## src/rtl/piso_shift_tx_pkg.sv

```systemverilog
// Shared types and constants for the PISO shift transmitter.
// State encodings and direction constants are common to the shift datapath blocks.
package piso_shift_tx_pkg;

  typedef enum logic [1:0] {
    ST_IDLE   = 2'd0,
    ST_SHIFT  = 2'd1,
    ST_PARITY = 2'd2
  } state_e;

  localparam logic DIR_LEFT  = 1'b0;  // MSB first
  localparam logic DIR_RIGHT = 1'b1;  // LSB first

endpackage

```

## src/rtl/piso_shift_tx_if.sv

```systemverilog
// Load handshake and serial output bundle of the PISO shift transmitter.
interface piso_shift_tx_if #(
  parameter int WIDTH = 4
);
  logic             load_valid;
  logic             load_ready;
  logic [WIDTH-1:0] din;
  logic             dir;
  logic             ser_out;
  logic             ser_valid;
  logic             ser_last;
  logic             busy;

  modport master (
    output load_valid, din, dir,
    input  load_ready, ser_out, ser_valid, ser_last, busy
  );

  modport slave (
    input  load_valid, din, dir,
    output load_ready, ser_out, ser_valid, ser_last, busy
  );
endinterface

```

## src/rtl/piso_shift_tx_shift_step.sv

```systemverilog
// One-bit zero-fill shift of a WIDTH-bit word, left or right by dir.
module piso_shift_tx_shift_step
  import piso_shift_tx_pkg::*;
#(
  parameter int WIDTH = 4
) (
  input  logic [WIDTH-1:0] word,
  input  logic             dir,
  output logic [WIDTH-1:0] word_nxt
);

  always_comb begin
    if (dir == DIR_RIGHT) word_nxt = {1'b0, word[WIDTH-1:1]};
    else                  word_nxt = {word[WIDTH-2:0], 1'b0};
  end

endmodule

```

## src/rtl/piso_shift_tx.sv

```systemverilog
// Parallel-in / serial-out transmitter: one WIDTH-bit word per handshake, one bit per clk.
// Define PARITY_EN to append an even-parity bit after each word.
module piso_shift_tx
  import piso_shift_tx_pkg::*;
#(
  parameter int WIDTH = 4
) (
  input logic            clk,
  input logic            rst,
  piso_shift_tx_if.slave bus
);

  localparam int CNT_W = $clog2(WIDTH + 1);

  state_e           state, state_nxt;
  logic [WIDTH-1:0] shreg, shreg_step;
  logic             dir_q;
  logic [CNT_W-1:0] cnt;
  logic             last_bit;
  logic             accept;
  logic             load_ready_c, ser_out_c, ser_valid_c, ser_last_c, busy_c;

  piso_shift_tx_shift_step #(.WIDTH(WIDTH)) u_step (
    .word     (shreg),
    .dir      (dir_q),
    .word_nxt (shreg_step)
  );

  assign last_bit = (cnt == CNT_W'(WIDTH - 1));
  assign accept   = bus.load_valid && load_ready_c;

`ifdef PARITY_EN
  logic par_q;

  always_ff @(posedge clk) begin
    if (rst)         par_q <= 1'b0;
    else if (accept) par_q <= ^bus.din;
  end
`endif

  always_ff @(posedge clk) begin
    if (rst) state <= ST_IDLE;
    else     state <= state_nxt;
  end

  // Word is captured whole at acceptance, so din changes in flight cannot reach it.
  always_ff @(posedge clk) begin
    if (rst) begin
      shreg <= '0;
      dir_q <= DIR_LEFT;
      cnt   <= '0;
    end else if (accept) begin
      shreg <= bus.din;
      dir_q <= bus.dir;
      cnt   <= '0;
    end else if (state == ST_SHIFT) begin
      shreg <= shreg_step;
      cnt   <= cnt + CNT_W'(1);
    end
  end

  always_comb begin
    state_nxt    = state;
    load_ready_c = 1'b0;
    ser_out_c    = 1'b0;
    ser_valid_c  = 1'b0;
    ser_last_c   = 1'b0;
    busy_c       = (state != ST_IDLE);
    case (state)
      ST_IDLE: begin
        load_ready_c = !rst;
        if (bus.load_valid && !rst) state_nxt = ST_SHIFT;
      end
      ST_SHIFT: begin
        ser_valid_c = 1'b1;
        ser_out_c   = (dir_q == DIR_RIGHT) ? shreg[0] : shreg[WIDTH-1];
        if (last_bit) begin
`ifdef PARITY_EN
          state_nxt  = ST_PARITY;
`else
          ser_last_c = 1'b1;
          state_nxt  = ST_IDLE;
`endif
        end
      end
      ST_PARITY: begin
`ifdef PARITY_EN
        ser_valid_c = 1'b1;
        ser_out_c   = par_q;
        ser_last_c  = 1'b1;
`endif
        state_nxt = ST_IDLE;
      end
      default: state_nxt = ST_IDLE;
    endcase
  end

  assign bus.load_ready = load_ready_c;
  assign bus.ser_out    = ser_out_c;
  assign bus.ser_valid  = ser_valid_c;
  assign bus.ser_last   = ser_last_c;
  assign bus.busy       = busy_c;

endmodule

```

## src/flat_wrapper.sv

```systemverilog
// flat-port wrapper written by rule: the top's interface ports become plain ports
module piso_shift_tx_flat import piso_shift_tx_pkg::*;
#(
  parameter int WIDTH = 4
)
  (clk, rst, bus_load_valid, bus_din, bus_dir, bus_load_ready, bus_ser_out, bus_ser_valid, bus_ser_last, bus_busy);
  piso_shift_tx_if #(.WIDTH(WIDTH)) bus_i ();
  input logic clk;
  input logic rst;
  input wire logic [$bits(bus_i.load_valid)-1:0] bus_load_valid;
  input wire logic [$bits(bus_i.din)-1:0] bus_din;
  input wire logic [$bits(bus_i.dir)-1:0] bus_dir;
  output wire logic [$bits(bus_i.load_ready)-1:0] bus_load_ready;
  output wire logic [$bits(bus_i.ser_out)-1:0] bus_ser_out;
  output wire logic [$bits(bus_i.ser_valid)-1:0] bus_ser_valid;
  output wire logic [$bits(bus_i.ser_last)-1:0] bus_ser_last;
  output wire logic [$bits(bus_i.busy)-1:0] bus_busy;
  assign bus_i.load_valid = bus_load_valid;
  assign bus_i.din = bus_din;
  assign bus_i.dir = bus_dir;
  assign bus_load_ready = bus_i.load_ready;
  assign bus_ser_out = bus_i.ser_out;
  assign bus_ser_valid = bus_i.ser_valid;
  assign bus_ser_last = bus_i.ser_last;
  assign bus_busy = bus_i.busy;
  piso_shift_tx #(.WIDTH(WIDTH)) u_core (.clk(clk), .rst(rst), .bus(bus_i));
endmodule
```

## config.mk

```make
export PLATFORM = sky130hd
export DESIGN_NAME = piso_shift_tx_flat
export DESIGN_NICKNAME = d
export VERILOG_FILES = /design/src/rtl/piso_shift_tx_pkg.sv /design/src/rtl/piso_shift_tx_if.sv /design/src/rtl/piso_shift_tx_shift_step.sv /design/src/rtl/piso_shift_tx.sv /design/src/flat_wrapper.sv
export SDC_FILE = /design/constraint.sdc
export NUM_CORES = 1
export LEC_CHECK = 0
export CAP_MARGIN = 10
export CORE_AREA = 2 2 39 41
export DETAILED_ROUTE_END_ITERATION = 16
export DIE_AREA = 0 0 41 43
export PLACE_DENSITY = 0.66
export SKIP_CTS_REPAIR_TIMING = 1
export SLEW_MARGIN = 20
export SYNTH_ARGS = -nofsm -noshare
export SYNTH_HDL_FRONTEND = slang
export SYNTH_SLANG_ARGS = --single-unit
```

## constraint.sdc

```tcl
create_clock -name clk -period 1.1 [get_ports clk]
set_input_delay 0.165 -clock clk [delete_from_list [all_inputs] [get_ports clk]]
set_output_delay 0.165 -clock clk [all_outputs]
set_load 0.01 [all_outputs]
```

==> impl_results.md <==
* Seq/Total Area, Yosys at 36.2%
* Fin nets at 85
* P_sw at 0.000216 W
* Crit-path most repeated cell: ha_4
* Clock latency on the worst-skew pair at 0.27 ns
* Setup WS pre-CTS at -0.343 ns
* CTS Sinks at 9
* Yosys top cell by area: dfxtp_1
* All-Layer GR Usage at 14.3%
* Critical path class: reg -> out
* CP cell instances: ha_4, ha_4, and2_4, buf_6
* Drt drc at 0
* N_diodes at 0
* Setup violators final at 2
* Vias/cell at 4.80
* Cts bufs inserted at 3
* DR pass1 iterations at 2
* Utilization after layout at 55.7%
* Bufs on Longest Clock Path at 2
* Site Rows at 14
* Switching share of power at 26.6%
* PnR worst setup slack at -0.227 ns
* Area after DPL at 671 µm²
* Status: complete, but fails checks
* Total number of vias at 432
* WP data required at 0.94 ns
* VDD IR-drop max at 0.420 mV
* Gr ovfl total at 0
* # port buffers at 12
* Post-detail-place hpwl at 723 µm
* Fin crit period at 1.33 ns
* Final hold viol count at 0
* Root buffer cell: clkbuf_4
* Setup crit end kind: primary output
* Slowest CP cell: dfxtp_2
* H-tree depth at 1
* Fin Hold WS at 0.413 ns
* Layout cells sized above 1 at 43.2%
* Die area at 1760 µm²
* Fin. max-slew vios at 0
* Peak Freq at 754 MHz
* Synth-to-layout area growth at 54.8%
* GPL Wtd Cong at 0.707
* Setup Skew at 0.00229 ns
* Measured slew at the worst slew-check pin at 0.198 ns
* Cell family with most CP delay: flip-flops
* Synth Register Bits at 9
* Sequential share of power at 44.8%
* Worst setup SP type: flop
* Crit path DAT at 1.16 ns
* RSZ-0062 raised after global routing: true
* WL per Instance at 11.5 µm
* Buf+Inv Stages, Crit Path at 1
* CP max FO at 2
* Combinational share of power at 22.0%
* Wire length of the first global-routing pass at 1.69 mm
* Top-area cell type share of the netlist area at 36.2%
* Clk pwr share at 33.1%
* Worst slew margin relative to its limit at 86.7%
* Failing checks: setup timing
* Final wirelength at 1.04 mm
* Mapped Cells at 53
* Post-Syn Area at 498 µm²
* Vias in the first global route at 397
* Power density cells at 1060 nW/µm²
* Die W at 41 µm
* Post-Syn Nets at 63
* Lkg Pwr at 0.340 nW
* DRT iter0 DRCs at 2
* Worst hold path class: in -> reg
* Total of max-cap violations at 0
* Initial antenna violation count at 0
* Synth unique cells at 20
* Antenna Violating Nets Remaining at 0
* Die H at 43 µm
* I/O Pins at 13
* Initial Utilization at 36.0%
* Largest net degree at the start of global routing at 10
* Peak per-stage delay on the critical path at 0.33 ns
* Syn Area/Cell at 9.40 µm²
* Post-Layout Inst Area at 771 µm²
* Synth area leaders: dfxtp_1, a211oi_1, mux2i_1
* Clock slew at reported path FFs at 0.06 ns
* CTS tree: built
* Yosys warns at 0
* Total chip power at 0.000813 W
* Internal Power at 0.000597 W
* Period utilisation layout at 121%
* CORE AREA at 1380 µm²
## worst paths after layout
| check | startpoint | to | slack (ns) | cells after the start |
|---|---|---|---|---|
| hold / removal | bus_load_valid | u_core.state[0]$_SDFFE_PP0P_ | 0.41 | 4 |
| hold reg to reg | u_core.shreg[1]$_SDFFE_PP0P_ | u_core.shreg[0]$_SDFFE_PP0P_ | 0.48 | 2 |
| setup reg to reg | u_core.cnt[1]$_SDFFE_PP0P_ | u_core.cnt[2]$_SDFFE_PP0P_ | 0 | 5 |
| setup / recovery | u_core.cnt[1]$_SDFFE_PP0P_ | bus_ser_last | -0.23 | 4 |
## cell families (layout without fill, tap and decap cells)
family	Yosys count	in the layout	synth area share, %
DFF	9	9	36.2
and+or+nand+nor	19	19	22.9
muxes	4	4	8.04
AOI/OAI and AO/OA	11	11	15.8
buffers and inverters	8	29	12.1
adders and majority gates	2	2	5.02
## final cells by class
class | instances | area (µm²)
Fill cell | 121 | 613
Multi-Input combinational cell | 36 | 310
Timing Repair Buffer | 23 | 219
Sequential cell | 9 | 188
Clock buffer | 4 | 26.3
Tap cell | 16 | 20.0
Inverter | 2 | 7.51
## sequential cells by signal, summed over array words and instances, names as in the netlist
signal	cells
u_core.cnt	3
u_core.dir_q	1
u_core.shreg	4
u_core.state	1
## Yosys cell counts
library cell / number
buf_4: 2
o31a_1: 1
nand2_1: 1
and2b_2: 3
clkbuf_1: 1
ha_1: 2
nor3_1: 1
nor2b_2: 1
nand2b_1: 2
and2_1: 1
nor3b_1: 2
and2b_1: 1
nor2_1: 6
mux2i_1: 4
inv_1: 2
nor2b_1: 1
buf_6: 3
a21oi_1: 2
dfxtp_1: 9
a211oi_1: 8
## metrics by stage
stage	std cells	TNS, ns
6_report	90	-0.251
4_1_cts	90	-2.40
5_1_grt	90	-0.452
2_1_floorplan	53	0
3_3_place_gp	86	-2.50
3_5_place_dp	86	-2.57
## worst min-delay path, cell delays in order
cell and delay [ns]:
dlymetal6s2s_1 0.17, buf_6 0.15, nor2_1 0.11, nor3_2 0.05
## metal layers
metal | GRT usage (%) | share of wire [%] | up-vias
li1 | - | - | 231
met1 | 19.2 | 45 | 187
met2 | 20.0 | 48 | 12
met3 | 3.66 | 4.5 | 2
met4 | 8.00 | 2.3 | 0
met5 | 0 | 0 | -
## cell usage in the layout (no fill, tap or decap), types with 2 or more instances in the layout
| cell | Yosys | layout |
|---|---|---|
| mux2i_1 | 4 | 4 |
| and2b_2 | 3 | 3 |
| nor2_1 | 6 | 5 |
| ha_4 | 0 | 2 |
| buf_4 | 2 | 8 |
| dlymetal6s2s_1 | 0 | 3 |
| dfxtp_2 | 0 | 3 |
| a211oi_1 | 8 | 7 |
| clkdlybuf4s50_1 | 0 | 6 |
| buf_6 | 3 | 5 |
| inv_1 | 2 | 2 |
| dfxtp_1 | 9 | 5 |
| a21oi_1 | 2 | 2 |
| nor3b_1 | 2 | 2 |
| clkbuf_4 | 0 | 3 |
## power by group through the flow
stage                     clock [W]  sequential, W  combinational [W]
final                      0.000269       0.000365           0.000179
after global routing       0.000293       0.000369           0.000200
after CTS                  0.000270       0.000361           0.000167
after detailed placement          0       0.000369           0.000166
after global placement            0       0.000368           0.000165
after floorplan                   0       0.000366          0.0000970
Note: power is estimated with default switching activity, not from simulation.
